`src/rtl/ins_assembler.sv`:
```
// ============================================================================
// ins_assembler: collects an opcode byte plus its operand bytes into one word
// Revision: 1.0
// ============================================================================
`default_nettype none

module ins_assembler #(
  parameter int DW   = 8,
  parameter int OPW  = 3,
  parameter int MAXB = 3,
  parameter logic [2*(2**OPW)-1:0] LEN_TABLE = '0
) (
  input  logic                                       clk,
  input  logic                                       rst,
  input  logic                                       flush,
  input  logic [DW-1:0]                              data_i,
  input  logic                                       data_vld_i,
  output logic                                       data_rdy_o,
  output logic [OPW-1:0]                             ins_o,
  output logic [DW-OPW-1:0]                          ad1_o,
  output logic [((MAXB > 1) ? DW*(MAXB-1) : 1)-1:0]  ad2_o,
  output logic [1:0]                                 len_o,
  output logic                                       ins_vld_o,
  input  logic                                       ins_rdy_i,
  output logic                                       err_o
);

  localparam int AW2 = (MAXB > 1) ? DW*(MAXB-1) : 1;

  localparam logic [1:0] c_idle = 2'd0;
  localparam logic [1:0] c_opnd = 2'd1;
  localparam logic [1:0] c_hold = 2'd2;

  localparam logic [2:0] c_max_opnd = 3'(MAXB - 1);

  logic [1:0]        r_state;
  logic [2:0]        r_k;
  logic [OPW-1:0]    r_op;
  logic [DW-OPW-1:0] r_ad1;
  logic [AW2-1:0]    r_ad2;
  logic [1:0]        r_len;
  logic              r_err;

  logic [OPW-1:0]    w_op;
  logic [1:0]        w_n;
  logic              w_bad;
  logic              w_load0;

  assign w_op  = data_i[DW-1 -: OPW];
  assign w_n   = LEN_TABLE[{w_op, 1'b0} +: 2];
  assign w_bad = ({1'b0, w_n} > c_max_opnd);

  // A new byte0 is taken from IDLE, or from HOLD when the held word is consumed.
  assign w_load0 = !flush && data_vld_i &&
                   ((r_state == c_idle) || ((r_state == c_hold) && ins_rdy_i));

  always_ff @(posedge clk or negedge rst) begin
    if (!rst) begin
      r_state <= c_idle;
      r_k     <= 3'd0;
      r_op    <= '0;
      r_ad1   <= '0;
      r_ad2   <= '0;
      r_len   <= 2'd0;
      r_err   <= 1'b0;
    end else begin
      r_err <= 1'b0;
      if (flush) begin
        r_state <= c_idle;
        r_k     <= 3'd0;
        r_op    <= '0;
        r_ad1   <= '0;
        r_ad2   <= '0;
        r_len   <= 2'd0;
      end else if (w_load0) begin
        r_op  <= w_op;
        r_ad1 <= data_i[DW-OPW-1:0];
        r_ad2 <= '0;
        if (w_bad) begin
          r_len   <= 2'd0;
          r_err   <= 1'b1;
          r_k     <= 3'd0;
          r_state <= c_hold;
        end else if (w_n == 2'd0) begin
          r_len   <= 2'd0;
          r_k     <= 3'd0;
          r_state <= c_hold;
        end else begin
          r_len   <= w_n;
          r_k     <= 3'd1;
          r_state <= c_opnd;
        end
      end else if ((r_state == c_opnd) && data_vld_i) begin
        for (int i = 0; i < MAXB - 1; i++) begin
          if (r_k == 3'(i + 1)) r_ad2[DW*i +: DW] <= data_i;
        end
        r_k <= r_k + 3'd1;
        if (r_k == {1'b0, r_len}) r_state <= c_hold;
      end else if ((r_state == c_hold) && ins_rdy_i) begin
        r_state <= c_idle;
      end else if (r_state == 2'd3) begin
        r_state <= c_idle;
      end
    end
  end

  assign data_rdy_o = (r_state != c_hold) || ins_rdy_i;
  assign ins_vld_o  = (r_state == c_hold);
  assign ins_o      = r_op;
  assign ad1_o      = r_ad1;
  assign ad2_o      = r_ad2;
  assign len_o      = r_len;
  assign err_o      = r_err;

endmodule

`default_nettype wire

```
`config.mk`:
```
export PLATFORM = sky130hd
export DESIGN_NAME = ins_assembler
export DESIGN_NICKNAME = d
export VERILOG_FILES = /design/src/rtl/ins_assembler.sv
export SDC_FILE = /design/constraint.sdc
export NUM_CORES = 1
export LEC_CHECK = 0
export BUFFER_PORTS_ARGS = -buffer_cell sky130_fd_sc_hd__buf_2
export CAP_MARGIN = 10
export CORE_MARGIN = 2
export CORE_UTILIZATION = 45
export DETAILED_ROUTE_END_ITERATION = 16
export GPL_TIMING_DRIVEN = 1
export PLACE_DENSITY = 0.83
export SLEW_MARGIN = 20
export SYNTH_ARGS = -nofsm -noshare
export SYNTH_HDL_FRONTEND = slang
export SYNTH_SLANG_ARGS = --single-unit
```
`constraint.sdc`:
```
create_clock -name clk -period 1.1 [get_ports clk]
set_input_delay 0.11 -clock clk [delete_from_list [all_inputs] [get_ports clk]]
set_output_delay 0.11 -clock clk [all_outputs]
set_load 0.005 [all_outputs]
```
After elaboration in Yosys (flattened, before gate mapping)
Cells that the tools add are included.
{ "op_classes": {"n_addsub": 1, "mul": 0, "div": 0, "magnitude_cmp": 1, "n_eq_ne": 8, "n_shift": 1, "n_mux": 29, "bitwise": 0, "reduce_logical": 17} }
{ "op_table": {"columns": ["cell", "count"], "rows": [
  ["two-way mux 16 bit", 3],
  ["two-way mux 2 bit", 12],
  ["two-way mux 8 bit", 2],
  ["variable part select 16 x 5 -> 2 bit (first input constant)", 1],
  ["two-way mux 3 bit", 5],
  ["two-way mux 5 bit", 2],
  ["nonzero test 3 bit", 3],
  ["AND reduction 2 bit", 3],
  ["two-way mux 1 bit", 5],
  ["nonzero test 5 bit", 1],
  ["equality test 2 bit (second input constant)", 2],
  ["logical AND 1 bit", 4],
  ["zero test 2 bit", 2],
  ["!= test 4 x 3 -> 1 bit (second input constant)", 1],
  ["adder 3 x 1 -> 3 bit (second input constant)", 1],
  ["equality test 3 x 1 -> 1 bit (second input constant)", 1],
  ["equality test 3 x 2 -> 1 bit", 1],
  ["equality test 3 x 2 -> 1 bit (second input constant)", 1],
  ["equality test 2 x 1 -> 1 bit (second input constant)", 1],
  ["greater-than comparator 2 bit (second input constant)", 1],
  ["logical OR 1 bit", 2],
  ["!= test 2 bit (second input constant)", 1],
  ["nonzero test 2 bit", 1],
  ["zero test 1 bit", 1]
]} }
{ "totals": {"ff_bits": 32, "latch_bits": 0, "ramBits": 0, "mem_bits_ro": 0, "input_bits": 13, "out_inout_bits": 29, "wordCells": 65, "mem_count": 0} }

Longest topological paths before layout
Gate-level depths: netlist of the first run.
{ "logic_depth": {"ltp_word": 6, "ltp_mapped": 5} }

Worst setup path after synthesis of the first run
Ideal clock, no wire load.
{ "synth_timing": {"kind": "flip-flop to flip-flop", "startpoint": "reg r_state[1]", "endpoint": "reg r_ad1[0], in the netlist ad1_o[0]", "arrival_ps": 912, "required_time_ps": 1027, "setup_slack_ps": 114, "stages_incl_launch_ff": 6, "path_buffers": 2, "synth_period_minus_slack_ps": 986, "cell_sequence": "dfrtp_1 > nand2b_4 > buf_8 > buf_8 > nand3_2 > a21oi_2"} }
{ "synth_via": {"elab_chain_cells": 5, "word_cells_on_any_way": 6, "classes_between": "eq/ne (1); reduce/logical (5)"} }
{ "synth_rtl": {"columns": ["item", "line_no", "text"], "rows": [
  ["start, declared", "36", "logic [1:0] r_state;"],
  ["start signal, assigned", "59", "r_state <= c_idle;"],
  ["start signal, assigned", "69", "r_state <= c_idle;"],
  ["start signal, assigned", "83", "r_state <= c_hold;"],
  ["equality test 2 bit", "55", "((r_state == c_idle) || ((r_state == c_hold) && ins_rdy_i));"],
  ["logical AND 1 bit", "55", null],
  ["logical OR 1 bit (*)", "55", null],
  ["logical AND 1 bit (*)", "54", "assign w_load0 = !flush && data_vld_i &&"],
  ["nonzero test 2 bit (no line) (*)", null, null],
  ["end signal, assigned", "77", "r_ad1 <= data_i[DW-OPW-1:0];"],
  ["end, declared", "39", "logic [DW-OPW-1:0] r_ad1;"]
]} }
Every way passes the cells marked *; elsewhere a longest branch is shown, timed or not.
A chain may end at the register's enable or synchronous reset.

Worst setup path in the final report of the first run
{ "layout_timing": {"startpoint": "reg r_state[1]", "endpoint": "out data_rdy_o"} }
{ "layout_via": {"elab_chain_cells": 2} }
{ "layout_rtl": {"columns": ["item", "line_no", "text"], "rows": [
  ["!= test 2 bit", "107", "assign data_rdy_o = (r_state != c_hold) || ins_rdy_i;"],
  ["logical OR 1 bit", "107", null],
  ["end, declared", "18", "output logic data_rdy_o,"]
]} }
No other way between the ends.

==> metrics.md, run 1 <==
| Metric | Value |
|---|---|
| Layout filler cell count | `174` |
| H-tree depth | `1` |
| GPL Wtd Cong | `0.6688` |
| All-layer global routing usage | `0.1409` |
| Critical path data arrival time | `0.93 ns` |
| Drt wl/cell | `11.31 um` |
| Reg2Reg Depth | `4` |
| Clock Skews | `0.0009463 ns` |
| Total power divided by cell area | `1088 nW/um^2` |
| Average size of a mapped cell | `12.69 um^2` |
| Layout cell share with drive strength beyond 1 | `0.6214` |
| Crit-path max FO | `6` |
| Unrepaired setup endpoints after global routing | `no` |
| Nets | `117` |
| Clock Sinks | `17` |
| Initial antenna violation count | `0` |
| Max clock buf depth | `2` |
| FMAX | `0.9621 GHz` |
| Synthesis-stage register bit count | `17` |
| Detailed Place HPWL | `1015 um` |
| Synth-to-layout area growth | `18.59%` |
| Global-route wire length before repair | `2573 um` |
| CTS tree | `done` |
| Register area share after synthesis | `0.4789` |
| Critical path type | `reg -> out` |
| Hold Crit Class | `in -> reg` |
| CTS Buf Count | `3` |
| Most frequent cells in the layout | `buf_2, dfrtp_1` |
| Most common cell after layout, fill and taps aside | `buf_2` |
| Final antenna-violating net count | `0` |
| Synth area leader | `dfrtp_1` |
| Hold Path Depth | `3` |
| # IOs | `42` |
| Die Area | `2345 um^2` |
| CP max stage cell | `dfrtp_1` |
| Die Y | `48.43 um` |
| Iteration-0 DRC Markers | `3` |
| Row count | `16` |
| Hold Violations, Final | `0` |
| Worst reg-to-reg setup slack | `0.07 ns` |
| Post-Syn Area | `888.4 um^2` |
| Root buffer cell | `clkbuf_4` |
| Synth warn | `0` |
| Crit start category | `flop` |
| Crit path buf inv count | `1` |
| Cell Chain, Critical Path | `nand2b_4 -> buf_2` |
| Maximum vdd drop | `0.5979 mV` |
| Multi-input logic area | `326.6 um^2` |
| # DRC | `0` |
| Post-synthesis instance total | `70` |
| Tmin final | `1.039 ns` |
| HP Start | `data_i[5]` |
| TNS Setup | `0 ns` |
| CP peak stage delay | `0.41 ns` |
| Worst-Skew Late Latency | `0.28 ns` |
| Status | `finished clean` |
| Initial Utilization | `0.4671` |
| RR Endpoint | `ad1_o[4]` |
| CP Capture Type | `primary output` |
| ANT cells | `0` |
| Cell family contributing the most delay on the critical path | `flip-flops` |
| Distinct cells, synth | `14` |
| Post-synth top area share | `0.4789` |
| Final setup viols | `0` |
| Router iterations before antenna repair | `3` |
| CORE AREA | `1902 um^2` |
| Min-Delay Endpoint | `ins_o[0]` |
| Vias in the first global route | `549` |
| Tcrit/Tclk final | `0.9449` |
| Final core occ | `0.5539` |
| Critical Path RT | `0.99 ns` |
| WHS | `0.04760 ns` |
| Vias | `579` |
| FF+latch area | `425.4 um^2` |
| Largest cells by area after synthesis | `dfrtp_1, buf_4, a21bo_1` |
| P_leak | `0.5733 nW` |
| Slew Viols, Final | `0` |
| Total Wirelength | `1470 um` |
| Vias/cell | `4.454` |
| Critical R2R Launch | `r_state[1]` |
| Global route total overflow | `0` |
| Max cap viols | `0` |
| DIE WIDTH | `48.43 um` |
| # port buffers | `38` |
| Reg clk slew, reported paths | `0.10 ns` |
| Largest net degree at the start of global routing | `19` |
## layer usage
layer / GRT usage / wire [um] / vias to the layer above
met1: 0.1980 / 668 / 276
met5: 0 / 0 / -
met3: 0.01543 / 67 / 2
met4: 0.07143 / 19 / 0
met2: 0.2176 / 714 / 17
li1: - / - / 284
## kinds of logic after synthesis
logic type,after synthesis,share of synthesized area
AOI/OAI and AO/OA,18,0.1930
buffers and inverters,17,0.1620
and+or+nand+nor,17,0.1620
other,1,0.004221
DFF,17,0.4789
## stage by stage
step	setup slack, ns	instance area (um^2)	total power [mW]	instances
2_1_floorplan	0.1144	895.9	0.7762	72
3_3_place_gp	0.07192	979.7	0.8117	121
3_5_place_dp	0.05380	979.7	0.8141	121
4_1_cts	0.05845	1050	1.159	130
5_1_grt	0.003799	1054	1.196	130
6_report	0.06056	1054	1.146	130
## how the worst max path moves through the flow
stage | startpoint | to | depth (start not counted)
2_1_floorplan | r_state[1] | ad1_o[0] | 5
5_1_grt | r_state[1] | ad1_o[4] | 4
3_5_place_dp | r_state[1] | ad2_o[6] | 3
4_1_cts | r_state[1] | ins_o[0] | 4
6_report | r_state[1] | data_rdy_o | 2
3_3_place_gp | r_state[1] | ad2_o[11] | 3
## worst reg2reg max path: cells and delay by family (launching register included)
| kind | cells | cell delay, ns |
|---|---|---|
| compound gates | 2 | 0.32 |
| buf+inv | 1 | 0.16 |
| flops | 1 | 0.39 |
| simple gates | 1 | 0.09 |
## power breakdown
group | switching (mW) | internal [mW]
sequential | 0.00914 | 0.643
clock | 0.193 | 0.138
combinational | 0.0883 | 0.0754
## synthesized netlist by cell type
| cell | n |
|---|---|
| nand3_2 | 8 |
| conb_1 | 1 |
| a21oi_1 | 1 |
| inv_1 | 1 |
| a21oi_4 | 1 |
| a21oi_2 | 8 |
| buf_8 | 2 |
| dfrtp_1 | 17 |
| buf_6 | 2 |
| a21bo_1 | 8 |
| buf_2 | 1 |
| nand2b_4 | 1 |
| and2_1 | 8 |
| buf_4 | 11 |
## cell type report
| class | count | share of cell area |
|---|---|---|
| clock buffers | 3 | 0.02138 |
| clock inverters | 1 | 0.007126 |
| inverters | 1 | 0.003563 |
| multi-input cells | 38 | 0.3100 |
| flip-flops and latches | 17 | 0.4038 |
| well taps | 27 | 0.03207 |
| repair buffers | 43 | 0.2221 |
## timing repair
item / in CTS / in global routing
endpoints found under the setup margin: 1 / 3
hold endpoints to repair: 17 / 0
setup buffers: 4 / 0
hold buffers: 1 / 0
resized for setup: 0 / 1
pin swaps: 0 / 2
## flip-flops by register name, summed over array words and instances, names as in the netlist
register  count
ad2_o         8
ins_o         3
ad1_o         5
r_state       1
Power figures use the tool's default switching activity.
==> run 2, diff against run 1 <==
Settings changed: CORE_UTILIZATION 45 to 47, CTS_BUF_LIST from default to sky130_fd_sc_hd__clkbuf_2, PLACE_DENSITY 0.83 to 0.86.
==> run 2 against run 1 <==
- critical path depth up 2
- flip-flop and latch count is the same
- clock-buffer cell count increased by 1
- hold slack got worse by 0.015 ns
- power fell by 3.6%
- clock power down 15%
- sequential power barely moved
- highest routed layer unchanged
==> metrics.md, run 2 (synthesis results as in run 1) <==
| Metric | Value |
|---|---|
| Synth-to-layout area growth | `18.17%` |
| Detailed Place HPWL | `1148 um (+13%)` |
| Largest net degree at the start of global routing | `19 (unchanged)` |
| Vias | `583 (+0.69%)` |
| Final instance area | `1050 um^2 (-0.36%)` |
| Crit path buf inv count | `1 (unchanged)` |
| Reg2Reg Depth | `4 (unchanged)` |
| CTS tree | `done` |
| All-layer global routing usage | `0.1627 (+0.02186)` |
| H-tree depth | `1 (unchanged)` |
| Root buffer cell | `clkbuf_2` |
| Most frequent cells in the layout | `buf_2, dfrtp_1` |
| DIE WIDTH | `47.48 um (-2.0%)` |
| Drt wl/cell | `12.84 um (+14%)` |
| # DRC | `0 (unchanged)` |
| Hold Path Depth | `3 (unchanged)` |
| Placement-stage worst setup slack | `0.02444 ns (-0.02937 ns)` |
| Total Wirelength | `1644 um (+12%)` |
| Tmin final | `1.083 ns (+0.04326 ns)` |
| Die Area | `2254 um^2 (-3.9%)` |
| Final worst slack | `0.01730 ns (-0.04326 ns)` |
| Status | `finished clean` |
| Critical path type | `reg -> reg` |
| Maximum vdd drop | `0.6839 mV (+14%)` |
| P_leak | `0.5808 nW (+1.3%)` |
| Cell family contributing the most delay on the critical path | `flip-flops` |
| FMAX | `0.9236 GHz (-4.0%)` |
| Hold Crit Class | `in -> reg` |
| CTS resizes | `0 (unchanged)` |
| Reg clk slew, reported paths | `0.15 ns (+0.05 ns)` |
| Levels on crit path | `4 (+2)` |
| Layout filler cell count | `157 (-9.8%)` |
| Unrepaired setup endpoints after global routing | `yes` |
| Vias in the first global route | `515 (-6.2%)` |
| WHS | `0.03255 ns (-0.01506 ns)` |
| Critical Path RT | `1.33 ns (+0.34 ns)` |
| TNS Setup | `0 ns (unchanged)` |
| Global route total overflow | `0 (unchanged)` |
| Final antenna-violating net count | `0 (unchanged)` |
| Row count | `15 (-1)` |
| Most common cell after layout, fill and taps aside | `buf_2` |
| CP Capture Type | `flop` |
| Crit-path max FO | `10 (+4)` |
| # port buffers | `38 (unchanged)` |
| Max reg flops | `8 (unchanged)` |
| Clock Skews | `0.003487 ns (+0.002541 ns)` |
| Tcrit/Tclk final | `0.9843 (+0.03933)` |
| Dpl cell area | `984.7 um^2 (+0.51%)` |
| CORE AREA | `1745 um^2 (-8.2%)` |
| Max clock buf depth | `2 (unchanged)` |
| CP max stage cell | `dfrtp_1` |
| Layout cell share with drive strength beyond 1 | `0.6214 (unchanged)` |
| CP peak stage delay | `0.42 ns (about the same)` |
| Router iterations before antenna repair | `4 (+1)` |
| ANT cells | `0 (unchanged)` |
| Iteration-0 DRC Markers | `5 (+2)` |
| Global-route wire length before repair | `2470 um (-4.0%)` |
| Initial Utilization | `0.5090 (+0.04186)` |
| Slew Viols, Final | `0 (unchanged)` |
| Worst-Skew Late Latency | `0.29 ns (about the same)` |
| Cell Chain, Critical Path | `nand2b_4 -> buf_4 -> a21bo_1 -> a21oi_2` |
| Total power divided by cell area | `1053 nW/um^2 (-3.2%)` |
| GPL Wtd Cong | `0.5985 (-11%)` |
| # IOs | `42 (unchanged)` |
| Vias/cell | `4.555 (+2.3%)` |
| Die Y | `47.48 um (-2.0%)` |
| CTS Buf Count | `3 (unchanged)` |
| Critical path data arrival time | `1.32 ns (+0.39 ns)` |
| Clock Sinks | `17 (unchanged)` |
| Nets | `117 (unchanged)` |
| Hold Violations, Final | `0 (unchanged)` |
| Crit start category | `flop` |
| Max cap viols | `0 (unchanged)` |
| Initial antenna violation count | `0 (unchanged)` |
| Final setup viols | `0 (unchanged)` |
==> run 2: what timing repair did <==
| item | CTS | global route |
|---|---|---|
| pin swaps | 0 | 4 |
| hold endpoints to repair | 17 | 0 |
| hold buffers | 1 | 0 |
| setup endpoints to repair | 2 | 13 |
| setup buffers | 2 | 1 |
==> run 2: final cells by class <==
type | instances | area (um^2) | share of cell area
Sequential cell | 17 | 425.4 | 0.4052
Multi-Input combinational cell | 38 | 326.6 | 0.3111
Timing Repair Buffer | 43 | 242.7 | 0.2312
Tap cell | 25 | 31.28 | 0.02980
Clock buffer | 4 | 20.02 | 0.01907
Inverter | 1 | 3.754 | 0.003576
==> run 2: report_power, final <==
group          leakage, nW  internal (mW)  switching [mW]
clock network       0.0166         0.0964           0.186
logic                0.332         0.0790          0.0895
registers            0.232          0.643          0.0106
total                0.581          0.819           0.286
==> run 2: final timing paths <==
kind,from,end,slack (ns)
worst max-delay path,r_state[1],ad1_o[3],0.02
worst min-delay path,data_i[7],ins_o[2],0.03
worst max register to register,r_state[1],ad1_o[3],0.02
worst min register to register,ad2_o[5],ad2_o[5],0.51
max in group asynchronous,rst,ad2_o[4],0.59
min in group asynchronous,rst,ad1_o[4],0.24
==> run 2: metrics by stage <==
stage	power, mW	util	std cells
after floorplan	0.7762	-	72
after global placement	0.8137	0.5642	120
after detailed placement	0.8193	0.5642	120
after CTS	1.119	0.5971	127
after global routing	1.176	0.6014	128
final	1.105	0.6014	128
==> run 2: worst min-delay path, cell delays in order <==
cell,delay [ns]
buf_2,0.10
nand3_2,0.05
a21oi_2,0.04
==> run 2: metal layers <==
| metal | GRT usage | part of all wire | vias to the layer above |
|---|---|---|---|
| li1 | - | - | 282 |
| met2 | 0.2270 | 0.48 | 20 |
| met4 | 0.1167 | 0.012 | 0 |
| met1 | 0.2384 | 0.46 | 279 |
| met5 | 0 | 0 | - |
| met3 | 0.01132 | 0.043 | 2 |
